===== src/rtl/uart_pkg.sv =====
// Shared UART definitions: state encoding and default frame geometry,
// used by the receiver and intended for the matching transmitter.
package uart_pkg;

    localparam int DEFAULT_N_OVERSAMPLE = 16;
    localparam int DEFAULT_NB_DATA      = 8;

    typedef enum logic [2:0] {
        ST_IDLE  = 3'd0,
        ST_START = 3'd1,
        ST_DATA  = 3'd2,
        ST_STOP  = 3'd3,
        ST_BREAK = 3'd4
    } uart_state_t;

endpackage


===== src/rtl/uart_rx_sync.sv =====
// Two-flop synchroniser for asynchronous pad inputs. RST_VAL sets the level
// the chain holds during reset (1 for an idle-high serial line).
module sync_2ff #(
    parameter logic RST_VAL = 1'b1
) (
    input  logic i_clock,
    input  logic i_reset,
    input  logic i_async,
    output logic o_sync
);

    logic meta_reg;
    logic sync_reg;

    // Two-stage capture of the asynchronous input into the clock domain.
    always_ff @(posedge i_clock) begin
        if (i_reset) begin
            meta_reg <= RST_VAL;
            sync_reg <= RST_VAL;
        end else begin
            meta_reg <= i_async;
            sync_reg <= meta_reg;
        end
    end

    assign o_sync = sync_reg;

endmodule


===== src/rtl/uart_rx.sv =====
// 16x oversampling 8N1 UART receiver. Finds the start edge, re-centres on the
// middle of the start bit, samples each data bit at its centre, then checks
// the stop bit and delivers the byte with a one-clock done strobe.
module uart_rx
    import uart_pkg::*;
#(
    parameter int NB_DATA      = DEFAULT_NB_DATA,
    parameter int N_OVERSAMPLE = DEFAULT_N_OVERSAMPLE,
    parameter int N_SB_TICK    = 16,
    parameter int NB_TICK_CNT  = 5,
    parameter int NB_BIT_CNT   = 3
) (
    input  logic               i_clock,
    input  logic               i_reset,
    input  logic               i_tick,
    input  logic               i_rx,
    output logic [NB_DATA-1:0] o_data,
    output logic               o_rx_done,
    output logic               o_frame_err,
    output logic               o_busy
);

    localparam logic [NB_TICK_CNT-1:0] START_LAST = NB_TICK_CNT'(N_OVERSAMPLE / 2 - 1);
    localparam logic [NB_TICK_CNT-1:0] BIT_LAST   = NB_TICK_CNT'(N_OVERSAMPLE - 1);
    localparam logic [NB_TICK_CNT-1:0] STOP_LAST  = NB_TICK_CNT'(N_SB_TICK - 1);
    localparam logic [NB_BIT_CNT-1:0]  DATA_LAST  = NB_BIT_CNT'(NB_DATA - 1);

    uart_state_t            state_reg, state_next;
    logic [NB_TICK_CNT-1:0] tick_cnt_reg, tick_cnt_next;
    logic [NB_BIT_CNT-1:0]  bit_idx_reg, bit_idx_next;
    logic [NB_DATA-1:0]     shift_reg, shift_next;
    logic [NB_DATA-1:0]     data_reg, data_next;
    logic                   done_reg, done_next;
    logic                   frame_err_reg, frame_err_next;
    logic                   rx_s;

    sync_2ff #(
        .RST_VAL (1'b1)
    ) u_rx_sync (
        .i_clock (i_clock),
        .i_reset (i_reset),
        .i_async (i_rx),
        .o_sync  (rx_s)
    );

    // State, counters, shift register and output holding registers.
    always_ff @(posedge i_clock) begin
        if (i_reset) begin
            state_reg     <= ST_IDLE;
            tick_cnt_reg  <= '0;
            bit_idx_reg   <= '0;
            shift_reg     <= '0;
            data_reg      <= '0;
            done_reg      <= 1'b0;
            frame_err_reg <= 1'b0;
        end else begin
            state_reg     <= state_next;
            tick_cnt_reg  <= tick_cnt_next;
            bit_idx_reg   <= bit_idx_next;
            shift_reg     <= shift_next;
            data_reg      <= data_next;
            done_reg      <= done_next;
            frame_err_reg <= frame_err_next;
        end
    end

    // Next-state logic; everything except IDLE start detection waits for a tick.
    always_comb begin
        state_next     = state_reg;
        tick_cnt_next  = tick_cnt_reg;
        bit_idx_next   = bit_idx_reg;
        shift_next     = shift_reg;
        data_next      = data_reg;
        frame_err_next = frame_err_reg;
        done_next      = 1'b0;
        case (state_reg)
            ST_IDLE: begin
                if (!rx_s) begin
                    state_next    = ST_START;
                    tick_cnt_next = '0;
                end
            end
            ST_START: begin
                if (i_tick) begin
                    if (tick_cnt_reg == START_LAST) begin
                        if (!rx_s) begin
                            state_next    = ST_DATA;
                            tick_cnt_next = '0;
                            bit_idx_next  = '0;
                        end else begin
                            // Line went back high before mid-start: a glitch.
                            state_next = ST_IDLE;
                        end
                    end else begin
                        tick_cnt_next = tick_cnt_reg + 1'b1;
                    end
                end
            end
            ST_DATA: begin
                if (i_tick) begin
                    if (tick_cnt_reg == BIT_LAST) begin
                        shift_next    = {rx_s, shift_reg[NB_DATA-1:1]};
                        tick_cnt_next = '0;
                        if (bit_idx_reg == DATA_LAST) begin
                            state_next = ST_STOP;
                        end else begin
                            bit_idx_next = bit_idx_reg + 1'b1;
                        end
                    end else begin
                        tick_cnt_next = tick_cnt_reg + 1'b1;
                    end
                end
            end
            ST_STOP: begin
                if (i_tick) begin
                    if (tick_cnt_reg == STOP_LAST) begin
                        data_next      = shift_reg;
                        done_next      = 1'b1;
                        frame_err_next = ~rx_s;
                        tick_cnt_next  = '0;
                        // A low stop bit may be a break; park until the line recovers.
                        state_next     = rx_s ? ST_IDLE : ST_BREAK;
                    end else begin
                        tick_cnt_next = tick_cnt_reg + 1'b1;
                    end
                end
            end
            ST_BREAK: begin
                if (rx_s) begin
                    state_next = ST_IDLE;
                end
            end
            default: begin
                state_next = ST_IDLE;
            end
        endcase
    end

    assign o_data      = data_reg;
    assign o_rx_done   = done_reg;
    assign o_frame_err = frame_err_reg;
    assign o_busy      = (state_reg != ST_IDLE);

endmodule


===== config.mk =====
export PLATFORM = sky130hd
export DESIGN_NAME = uart_rx
export DESIGN_NICKNAME = d
export VERILOG_FILES = /design/src/rtl/uart_pkg.sv /design/src/rtl/uart_rx_sync.sv /design/src/rtl/uart_rx.sv
export SDC_FILE = /design/constraint.sdc
export NUM_CORES = 1
export LEC_CHECK = 0
export ABC_AREA = 1
export CAP_MARGIN = 20
export CORE_MARGIN = 2
export CORE_UTILIZATION = 55
export CTS_CLUSTER_DIAMETER = 120
export DETAILED_ROUTE_END_ITERATION = 8
export GPL_TIMING_DRIVEN = 0
export PLACE_DENSITY = 0.77
export REMOVE_ABC_BUFFERS = 1
export SLEW_MARGIN = 15
export SYNTH_ARGS = -nofsm -noshare
export SYNTH_HDL_FRONTEND = slang
export SYNTH_SLANG_ARGS = --single-unit

===== constraint.sdc =====
create_clock -name i_clock -period 1.7 [get_ports i_clock]
set_input_delay 0.34 -clock i_clock [delete_from_list [all_inputs] [get_ports i_clock]]
set_output_delay 0.34 -clock i_clock [all_outputs]
set_load 0.01 [all_outputs]

==> qor.yml <==
final_layout:
  n_antenna_cell: 0
  seq_area_um2: 637
  final-instance-count-excl-fill: 265
  fillerInstances: 202
  final_cell_mix: "nand2_1 (35), nor2_1 (30), dfxtp_1 (26), inv_1 (20), a21oi_1 (20)"
  final_area_um2: 1820
  final_net_count: 243
  layout_commonest_cell: "nand2_1"
  layout.core_utilization_pct: 72.3
  drive_gt1_share_pct: 20.4
  multi_input_comb_area_um2: 800
  areaGrowthSynthToFinish_pct: 22.3
sta:
  timing.slew.headroom_pct: 61.1
  final_setup_slack_of_the_worst_path_ns: 0.0988
  fmax_ghz: 0.625
  timing.final.max_slew_violations: 0
  timing.final.setup_violations: 0
  worst_hold_slack_ns: 0.420
  final_worst_path_cycle_share_pct: 94.2
  tightest_slew_ns: 0.582
  finalWorstPathRequiredPeriod_ns: 1.60
  final.setup.tns_ns: 0
  final_hold_vios: 0
  layout_skew_ns: 0.0103
floorplan:
  die_width_um: 56.1
  die_span_in_y_um: 56.1
  rows: 18
  i_o_pin_count: 15
  core_area_um2: 2520
  design.die.area_um2: 3140
  start_util_pct: 59.1
yosys:
  synth-adder-area-share_pct: 4.19
  synth-seq-area-share_pct: 41.6
  yosys.area_share.simple_pct: 31.9
  synth.distinct_cells: 22
  synth-compound-area-share_pct: 14.1
  synthArstFlopShare_pct: 0
  synthesis.area_per_instance_um2: 7.00
  synth_top_family_by_area: "simple AND/OR/NAND/NOR gates"
  synth_mux_area_share_pct: 0
  post_synth_inst_count: 213
  area_share_of_xor_xnor_cells_in_the_synthesized_design_pct: 0
  yosys_most_used_dff: "dfxtp_1"
  synth_enable_flop_cells: 0
  postSynthRegisterBits: 31
  yosys_warnings: 0
  netlist_area_um2: 1490
critical_path:
  setup.reg_to_reg.worst_slack_ns: 0.12
  cp.arrival_ns: 1.26
  cp-start-kind: "flop"
  setup.worst_path.class: "reg -> out"
  timing.critical_path.fanout_max: 7
  timing.critical_path.required_ns: 1.36
  worst_r2r_path_depth: 9
  kind_of_end_point_of_the_critical_path: "primary output"
clock_tree:
  path_clk_slew_ns: 0.10
  postCtsHoldBufs: 0
  tritoncts_num_sinks: 31
  tritoncts: "yes"
  root_buffer: "clkbuf_4"
  worstSkewPairLatency_ns: 0.33
  htree_num_levels: 2
  clock_path_buffers: 2
  tritoncts.num_buffers: 5
detailed_routing:
  drt_first_iter_violations: 30
  drt-wirelength-per-cell_um: 12.3
  route.antenna.remaining_nets: 0
  totalWireLength_mm: 3.26
  via_density: 5.29
  dr.pass1.iters: 5
  routed-via-count: 1401
  drc: 0
placement:
  placedCellCount: 252
  placed_cell_area_um2: 1640
  dp_hpwl_mm: 2.15
  detailedPlace.worstSlack_ns: -0.308
  port_buffers: 14
  place_congestion: 0.900
global_route:
  grt_overflow: 0
  groute.usage.overall_pct: 22.0
  grt_antenna_before_repair: 0
  first_global_vias: 1299
  wire_length_of_the_first_global_routing_pass_mm: 5.45
  maximum_number_of_pins_on_one_net_before_global_route_repair: 20
hold_path:
  min_path_cells: 1
  hold_path_class: "reg -> reg"
power_and_ir_drop:
  finalPower_mw: 1.91
  power-per-cell-area_nw_per_um2: 1040
  worst_ir_drop_vdd_mv: 0.876
  p_leak_nw: 0.771
flow_run:
  max_cap_viol_count: 0
run_status:
  outcome: "complete, no violations"
power by group:
part	internal [mW]	switching (mW)
Clock	0.243	0.254
Sequential	0.776	0.0712
Combinational	0.203	0.357
final timing paths:
check | start | end
min reg2reg | u_rx_sync.meta_reg | u_rx_sync.o_sync
min | u_rx_sync.meta_reg | u_rx_sync.o_sync
max | state_reg[1] | o_busy
max reg2reg | tick_cnt_reg[0] | o_data[2]
per-layer routing:
layer  wire (µm)  global-route usage (%)  vias up
met2        1530                    34.5       29
met1        1530                    28.2      635
li1            -                       -      730
met5           0                       0        -
met4          55                    8.50        0
met3         142                    6.74        7
cells by family (layout without fill, tap and decap cells):
group           Yosys count  count (layout)
fa+ha+maj                 5               5
buf+inv                  31              53
compound gates           41              41
flops                    31              31
simple gates            105             105
critical path, stage by stage (launching register included):
cell and delay (ns):
dfxtp_4 0.39, nor2_4 0.15, nand2_1 0.09, dlygate4sd2_1 0.29
cell type report:
| type | instances | share of cell area [%] |
|---|---|---|
| multi-input combinational | 151 | 43.8 |
| sequential | 31 | 34.9 |
| timing repair buffer | 19 | 9.88 |
| inverter | 26 | 5.56 |
| clock buffer | 8 | 3.77 |
| tap | 30 | 2.06 |
cells in the mapped netlist, types with 2 or more instances:
cell type / n / area, µm²
nand3_2: 2 / 20.0
o21ai_1: 9 / 45.0
inv_1: 23 / 86.3
nor2_1: 32 / 120
dfxtp_1: 31 / 621
ha_1: 5 / 62.6
clkbuf_1: 2 / 7.51
a21oi_1: 20 / 100
or2_2: 2 / 12.5
inv_2: 3 / 11.3
nand3_1: 17 / 85.1
o21ai_0: 10 / 50.1
nor2_2: 4 / 25.0
nand2_2: 8 / 50.1
buf_2: 2 / 10.0
nand2_1: 37 / 139
what timing repair did:
item                                    4_1_cts  5_1_grt
setup buffers                                 2        3
pin swaps                                     1        3
endpoints found under the setup margin       18       22
gates resized for setup                      12       14
Power figures use the tool's default switching activity.
